`config.mk`:
```
export PLATFORM = sky130hd
export DESIGN_NAME = uart_rx_core_flat
export DESIGN_NICKNAME = d
export VERILOG_FILES = /design/src/rtl/uart_rx_core_if.sv /design/src/rtl/uart_rx_core.sv /design/src/flat_wrapper.sv
export SDC_FILE = /design/constraint.sdc
export NUM_CORES = 1
export LEC_CHECK = 0
export CORE_MARGIN = 2
export CORE_UTILIZATION = 50
export CTS_CLUSTER_SIZE = 40
export DETAILED_ROUTE_END_ITERATION = 10
export PLACE_DENSITY = 0.7
export SYNTH_ARGS = -nofsm -noshare
export SYNTH_HDL_FRONTEND = slang
export SYNTH_SLANG_ARGS = --single-unit
```
`constraint.sdc`:
```
create_clock -name clk -period 4.26 [get_ports clk]
set_input_delay 0.639 -clock clk [delete_from_list [all_inputs] [get_ports clk]]
set_output_delay 0.639 -clock clk [all_outputs]
set_load 0.02 [all_outputs]
```
`src/rtl/uart_rx_core_if.sv`:
```
// uart_rx_core_if: byte-delivery handshake between the UART receive core and
// its consumer (HEX display / flag logic).
//
//   rx_data    [7:0]  received byte, held until acknowledged
//   rx_valid          rx_data holds an unacknowledged byte
//   rx_ack            consumer acknowledge, one-cycle pulse
//   frame_err         sticky: a stop bit was sampled low
//   overrun           sticky: a frame completed while rx_valid was still 1
//   parity_err        sticky: even-parity mismatch (0 when parity is not built)
//
// master: the receive core (drives data and flags, samples rx_ack)
// slave : the consumer
interface uart_rx_core_if;
    logic [7:0] rx_data;
    logic       rx_valid;
    logic       rx_ack;
    logic       frame_err;
    logic       overrun;
    logic       parity_err;

    modport master (
        output rx_data,
        output rx_valid,
        output frame_err,
        output overrun,
        output parity_err,
        input  rx_ack
    );

    modport slave (
        input  rx_data,
        input  rx_valid,
        input  frame_err,
        input  overrun,
        input  parity_err,
        output rx_ack
    );
endinterface

```
`src/rtl/uart_rx_core.sv`:
```
// uart_rx_core: 16x-oversampling UART receiver for 8N1 frames (8E1 when
// UART_RX_PARITY_EN is defined). The RX pin is double-synchronized, each bit
// is decided by a majority vote of samples 7, 8 and 9, and every byte is held
// on rx_if until the consumer acknowledges it.
//
// Ports:
//   clk        system clock (50 MHz)
//   rst        synchronous, active-high reset
//   en         UART enable; 0 behaves exactly like rst
//   rx_en      receiver enable; 0 blocks new start bits only
//   baud_sel   00=4800, 01=9600, 10=19200, 11=115200 (latched while idle)
//   rx         asynchronous serial input, idle high
//   rx_if      master side of uart_rx_core_if (byte, valid, ack, sticky flags)
//
// Build option: UART_RX_PARITY_EN adds an even-parity bit after the data and
// makes parity_err live; without it parity_err is held at 0.
//
// state    | meaning
// ---------+-----------------------------------------------------------
// S_IDLE   | line idle, waiting for a 1->0 edge with rx_en=1
// S_START  | inside the start bit; a vote of 1 means a false start
// S_DATA   | shifting the data bits in, LSB first
// S_PARITY | checking the even-parity bit (parity build only)
// S_STOP   | voting the stop bit and delivering the byte
module uart_rx_core #(
    parameter int CLK_HZ    = 50_000_000,
    parameter int DATA_BITS = 8
) (
    input  logic           clk,
    input  logic           rst,
    input  logic           en,
    input  logic           rx_en,
    input  logic [1:0]     baud_sel,
    input  logic           rx,
    uart_rx_core_if.master rx_if
);
    // Divisor per 16x tick, rounded to nearest: 651 / 326 / 163 / 27 at 50 MHz.
    localparam logic [9:0] DIV_4800_M1   = 10'((CLK_HZ + 8 * 4800)   / (16 * 4800)   - 1);
    localparam logic [9:0] DIV_9600_M1   = 10'((CLK_HZ + 8 * 9600)   / (16 * 9600)   - 1);
    localparam logic [9:0] DIV_19200_M1  = 10'((CLK_HZ + 8 * 19200)  / (16 * 19200)  - 1);
    localparam logic [9:0] DIV_115200_M1 = 10'((CLK_HZ + 8 * 115200) / (16 * 115200) - 1);
    localparam logic [2:0] LAST_BIT      = 3'(DATA_BITS - 1);

    typedef enum logic [2:0] {
        S_IDLE,
        S_START,
        S_DATA,
`ifdef UART_RX_PARITY_EN
        S_PARITY,
`endif
        S_STOP
    } state_t;

    logic                 soft_clr;
    logic                 sync1_q, sync1_d;
    logic                 rx_s_q, rx_s_d;
    logic                 rx_prev_q, rx_prev_d;
    logic [1:0]           sel_q, sel_d;
    logic [9:0]           div_cnt_q, div_cnt_d;
    logic [9:0]           div_m1;
    logic                 tick16;
    logic                 start_det;
    logic [3:0]           samp_q, samp_d, samp_nxt;
    logic                 vote_now, bit_end, maj;
    logic [2:0]           bit_q, bit_d;
    logic                 s7_q, s7_d, s8_q, s8_d;
    logic [DATA_BITS-1:0] shift_q, shift_d;
    state_t               state_q, state_d;
    logic [7:0]           rx_data_q, rx_data_d;
    logic                 rx_valid_q, rx_valid_d;
    logic                 frame_err_q, frame_err_d;
    logic                 overrun_q, overrun_d;
`ifdef UART_RX_PARITY_EN
    logic                 parity_err_q, parity_err_d;
`endif

    assign soft_clr = rst | ~en;

    // Synchronizer, edge detect, baud select latch and tick divider.
    always_comb begin
        sync1_d   = rx;
        rx_s_d    = sync1_q;
        rx_prev_d = rx_s_q;
        sel_d     = (state_q == S_IDLE) ? baud_sel : sel_q;

        case (sel_q)
            2'b00:   div_m1 = DIV_4800_M1;
            2'b01:   div_m1 = DIV_9600_M1;
            2'b10:   div_m1 = DIV_19200_M1;
            default: div_m1 = DIV_115200_M1;
        endcase

        tick16    = (div_cnt_q == div_m1);
        start_det = (state_q == S_IDLE) && rx_en && rx_prev_q && !rx_s_q;

        // Restart on a start edge so sample 8 lands mid-bit, and on a rate
        // change so the count can never sit above the new terminal value.
        if (start_det || (sel_d != sel_q) || tick16) begin
            div_cnt_d = 10'd0;
        end else begin
            div_cnt_d = div_cnt_q + 10'd1;
        end

        samp_nxt = samp_q + 4'd1;
        vote_now = tick16 && (samp_nxt == 4'd9);
        bit_end  = tick16 && (samp_nxt == 4'd0);
        maj      = (s7_q & s8_q) | (s7_q & rx_s_q) | (s8_q & rx_s_q);
    end

    // Frame FSM and delivery.
    always_comb begin
        state_d      = state_q;
        samp_d       = samp_q;
        bit_d        = bit_q;
        s7_d         = s7_q;
        s8_d         = s8_q;
        shift_d      = shift_q;
        rx_data_d    = rx_data_q;
        rx_valid_d   = rx_valid_q;
        frame_err_d  = frame_err_q;
        overrun_d    = overrun_q;
`ifdef UART_RX_PARITY_EN
        parity_err_d = parity_err_q;
`endif

        if (rx_if.rx_ack && rx_valid_q) begin
            rx_valid_d = 1'b0;
        end

        if ((state_q != S_IDLE) && tick16) begin
            samp_d = samp_nxt;
            if (samp_nxt == 4'd7) s7_d = rx_s_q;
            if (samp_nxt == 4'd8) s8_d = rx_s_q;
        end

        case (state_q)
            S_IDLE: begin
                if (start_det) begin
                    state_d = S_START;
                    samp_d  = 4'd0;
                    bit_d   = 3'd0;
                end
            end
            S_START: begin
                if (vote_now && maj) begin
                    state_d = S_IDLE;
                end else if (bit_end) begin
                    state_d = S_DATA;
                end
            end
            S_DATA: begin
                if (vote_now) begin
                    shift_d = {maj, shift_q[DATA_BITS-1:1]};
                end
                if (bit_end) begin
                    if (bit_q == LAST_BIT) begin
                        bit_d = 3'd0;
`ifdef UART_RX_PARITY_EN
                        state_d = S_PARITY;
`else
                        state_d = S_STOP;
`endif
                    end else begin
                        bit_d = bit_q + 3'd1;
                    end
                end
            end
`ifdef UART_RX_PARITY_EN
            S_PARITY: begin
                if (vote_now && (maj != ^shift_q)) begin
                    parity_err_d = 1'b1;
                end
                if (bit_end) begin
                    state_d = S_STOP;
                end
            end
`endif
            S_STOP: begin
                if (vote_now) begin
                    if (!maj) begin
                        frame_err_d = 1'b1;
                    end
                    // A coincident ack frees the holding register this cycle.
                    if (!rx_valid_q || rx_if.rx_ack) begin
                        rx_data_d  = shift_q;
                        rx_valid_d = 1'b1;
                    end else begin
                        overrun_d = 1'b1;
                    end
                    state_d = S_IDLE;
                end
            end
            default: state_d = S_IDLE;
        endcase
    end

    always_ff @(posedge clk) begin
        if (soft_clr) begin
            sync1_q      <= 1'b1;
            rx_s_q       <= 1'b1;
            rx_prev_q    <= 1'b1;
            sel_q        <= 2'b00;
            div_cnt_q    <= 10'd0;
            samp_q       <= 4'd0;
            bit_q        <= 3'd0;
            s7_q         <= 1'b1;
            s8_q         <= 1'b1;
            shift_q      <= '0;
            state_q      <= S_IDLE;
            rx_data_q    <= 8'h00;
            rx_valid_q   <= 1'b0;
            frame_err_q  <= 1'b0;
            overrun_q    <= 1'b0;
`ifdef UART_RX_PARITY_EN
            parity_err_q <= 1'b0;
`endif
        end else begin
            sync1_q      <= sync1_d;
            rx_s_q       <= rx_s_d;
            rx_prev_q    <= rx_prev_d;
            sel_q        <= sel_d;
            div_cnt_q    <= div_cnt_d;
            samp_q       <= samp_d;
            bit_q        <= bit_d;
            s7_q         <= s7_d;
            s8_q         <= s8_d;
            shift_q      <= shift_d;
            state_q      <= state_d;
            rx_data_q    <= rx_data_d;
            rx_valid_q   <= rx_valid_d;
            frame_err_q  <= frame_err_d;
            overrun_q    <= overrun_d;
`ifdef UART_RX_PARITY_EN
            parity_err_q <= parity_err_d;
`endif
        end
    end

    assign rx_if.rx_data   = rx_data_q;
    assign rx_if.rx_valid  = rx_valid_q;
    assign rx_if.frame_err = frame_err_q;
    assign rx_if.overrun   = overrun_q;
`ifdef UART_RX_PARITY_EN
    assign rx_if.parity_err = parity_err_q;
`else
    assign rx_if.parity_err = 1'b0;
`endif
endmodule

```
`src/flat_wrapper.sv`:
```
// flat-port wrapper written by rule: the top's interface ports become plain ports
module uart_rx_core_flat 
#(
    parameter int CLK_HZ    = 50_000_000,
    parameter int DATA_BITS = 8
)
  (clk, rst, en, rx_en, baud_sel, rx, rx_if_rx_data, rx_if_rx_valid, rx_if_frame_err, rx_if_overrun, rx_if_parity_err, rx_if_rx_ack);
  uart_rx_core_if rx_if_i ();
  input  logic clk;
  input  logic rst;
  input  logic en;
  input  logic rx_en;
  input  logic [1:0] baud_sel;
  input  logic rx;
  output wire logic [$bits(rx_if_i.rx_data)-1:0] rx_if_rx_data;
  output wire logic [$bits(rx_if_i.rx_valid)-1:0] rx_if_rx_valid;
  output wire logic [$bits(rx_if_i.frame_err)-1:0] rx_if_frame_err;
  output wire logic [$bits(rx_if_i.overrun)-1:0] rx_if_overrun;
  output wire logic [$bits(rx_if_i.parity_err)-1:0] rx_if_parity_err;
  input wire logic [$bits(rx_if_i.rx_ack)-1:0] rx_if_rx_ack;
  assign rx_if_rx_data = rx_if_i.rx_data;
  assign rx_if_rx_valid = rx_if_i.rx_valid;
  assign rx_if_frame_err = rx_if_i.frame_err;
  assign rx_if_overrun = rx_if_i.overrun;
  assign rx_if_parity_err = rx_if_i.parity_err;
  assign rx_if_i.rx_ack = rx_if_rx_ack;
  uart_rx_core #(.CLK_HZ(CLK_HZ), .DATA_BITS(DATA_BITS)) u_core (.clk(clk), .rst(rst), .en(en), .rx_en(rx_en), .baud_sel(baud_sel), .rx(rx), .rx_if(rx_if_i));
endmodule
```
==> metrics.txt <==
Die Wd=71.7 microns; Initial DRC Count=96; n_diodes=0; Main synth FF type=dfxtp_1; critical path capture point type=flip-flop; layout cells sized above 1=6.99%; Bufs on Longest Clock Path=2; worst slew pin tran=1.06 ns; post_cts resized=0; Post-synth EDFFs=0; Total Nets Final=291; maximum number of pins on one net before global-route repair=29; vias in the first global route=1726; Post-synth ARST share=0%; DRC viols=0; Vias=1879; syn nets=275; maximum clock rate=0.395 GHz; Max transition margin=29.1%; Port Buffers=18; Seq/Total Area, Yosys=39.3%; static leakage=0.913 nW; fillers=393; Layout area overhead=14.1%; Critical Path Source Type=flip-flop; synth unique cells=47; Layout Utilization=59.6%; DP Area=2500 sq um; clock sinks=45; Crit Path Class=reg -> reg; crit path max fanout=10; Total Wirelength=4720 microns; Max H-tree Level=2; RSZ-0062 raised after global routing=false; GP Congestion=0.838; Final ANT Viol Nets=0; gr ovfl total=0; Num CTS Buffers=5; initial antenna violation count=0; number of top-level pins=20; WP data arrival=2.74 ns; status=finished, final reports clean; Die ar.=5140 sq um; Final Slew Violations=0; Hold WC Path Type=reg -> reg; Post-DP HPWL=3450 microns; FF+latch count, synth=45; Clock Pin Slew Worst Setup and Hold Paths=0.09 ns; Final Hold Fails=0; Final Instance Area=2610 sq um; Ys Warns=0; Setup Buffers After CTS=0; DR pass1 iterations=4; worst endpoint required time=4.47 ns; Final Skew=0.0108 ns; Worst-Skew Late Latency=0.30 ns; Pwr Density=301 nW/um^2; GRT Util Overall=19.5%; Peak supply drop=0.209 mV; Initial Utilization=52.2%; Core Area=4380 sq um; Final period util=59.4%; CTS Root Cell=clkbuf_8; Syn Inst Count=255; post-layout min period=2.53 ns; Final setup viols=0; routed vias/inst=5.80; Die Y=71.7 microns; WL/cell=14.6 microns; maximum capacitance violations=0; final hold slack=0.422 ns; Netlist Area Pre-Place=2290 sq um; num rows=24; CTS Hold Bufs=0; CTS tree=built; Avg Inst Size Synth=8.98 sq um; setup TNS=0 ns; global-route wire length before repair=8020 microns
==> metal layers <==
metal	GRT usage (%)	vias to the layer above	wire length (microns)	share of wire (%)
li1	-	938	-	-
met1	26.1	904	2300	49
met2	31.8	31	2210	47
met3	4.22	6	164	3.5
met4	5.66	0	46	0.97
met5	0	-	0	0
==> path summary, 6_finish.rpt <==
check,endpoint,slack (ns),startpoint,cells past startpoint
max,u_core.rx_if.rx_data[3],1.73,u_core.sel_q[1],7
min,u_core.rx_prev_d,0.42,u_core.rx_s_d,1
max reg2reg,u_core.rx_if.rx_data[3],1.73,u_core.sel_q[1],7
min reg2reg,u_core.rx_prev_d,0.42,u_core.rx_s_d,1
==> logic make-up (layout without fill, tap and decap cells) <==
logic type | Yosys count | count (layout) | share of synthesized area (%)
AO/OA/AOI/OAI | 53 | 53 | 14.2
multiplexers | 15 | 15 | 6.78
adder cells (fa/ha/maj) | 12 | 12 | 6.56
other | 1 | 1 | 0.164
flip-flops | 45 | 45 | 39.3
XOR/XNOR | 16 | 16 | 6.12
buffers and inverters | 18 | 35 | 3.11
AND/OR/NAND/NOR | 95 | 95 | 23.8
==> metrics by stage <==
step           worst slack [ns]  power [mW]  instances
2_1_floorplan              1.96       0.458        255
3_5_place_dp               1.76       0.469        316
6_report                   1.73       0.787        324
5_1_grt                    1.48       0.813        324
3_3_place_gp               1.80       0.468        316
4_1_cts                    1.73       0.792        324
==> cell usage after synthesis, types with 3 or more instances <==
cell type | instances | area [sq um]
o21ai_0 | 16 | 80.1
clkbuf_1 | 7 | 26.3
xor2_1 | 8 | 70.1
nand3_1 | 9 | 45.0
ha_1 | 12 | 150
or3_1 | 5 | 31.3
nand4_1 | 12 | 75.1
and3_1 | 4 | 25.0
nand2_1 | 14 | 52.6
nand2b_1 | 5 | 31.3
xnor2_1 | 8 | 70.1
nor2_1 | 27 | 101
nor3_1 | 3 | 15.0
dfxtp_1 | 45 | 901
inv_1 | 9 | 33.8
a21oi_1 | 18 | 90.1
mux2i_1 | 14 | 140
a31oi_1 | 4 | 25.0
==> placed cells by master, fill, tap and decap left out, types with 5 or more instances in the layout <==
master           count
a21oi_1             18
clkbuf_8             5
clkdlybuf4s50_1     18
dfxtp_1             45
ha_1                12
inv_1                9
mux2i_1             14
nand2_1             14
nand2b_1             5
nand3_1              9
nand4_1             12
nor2_1              27
o21ai_0             16
or3_1                5
xnor2_1              8
xor2_1               8
==> registers in the layout, indices dropped and copies added, names as in the netlist <==
signal                  flops
u_core.rx_prev_d            1
u_core.div_cnt_q           10
u_core.rx_if.frame_err      1
u_core.rx_prev_q            1
u_core.rx_if.rx_valid       1
u_core.sel_q                2
u_core.bit_q                3
u_core.s7_q                 1
u_core.shift_q              8
u_core.rx_if.overrun        1
u_core.rx_s_d               1
u_core.state_q              2
u_core.s8_q                 1
u_core.samp_q               4
u_core.rx_if.rx_data        8
==> report_power, final <==
part           internal (mW)  total [mW]  switching (mW)
combinational         0.0149      0.0342          0.0193
sequential             0.422       0.425         0.00274
clock                  0.176       0.328           0.152
==> area by class of cell <==
type	count	area, sq um	share of cell area, %
inverters	9	33.8	1.29
clock inverters	3	46.3	1.77
clock buffers	5	68.8	2.63
repair buffers	18	180	6.90
well taps	52	65.1	2.49
multi-input cells	192	1320	50.4
flip-flops and latches	45	901	34.5
==> worst max-delay path, cell delays in order, from the launching register on <==
cell	delay (ns)
dfxtp_1	0.41
inv_1	0.10
ha_1	0.20
or4_4	0.48
mux2_4	0.33
nor4_4	0.58
nand4_1	0.19
a21oi_1	0.17
Note: power is estimated with default switching activity, not from simulation.
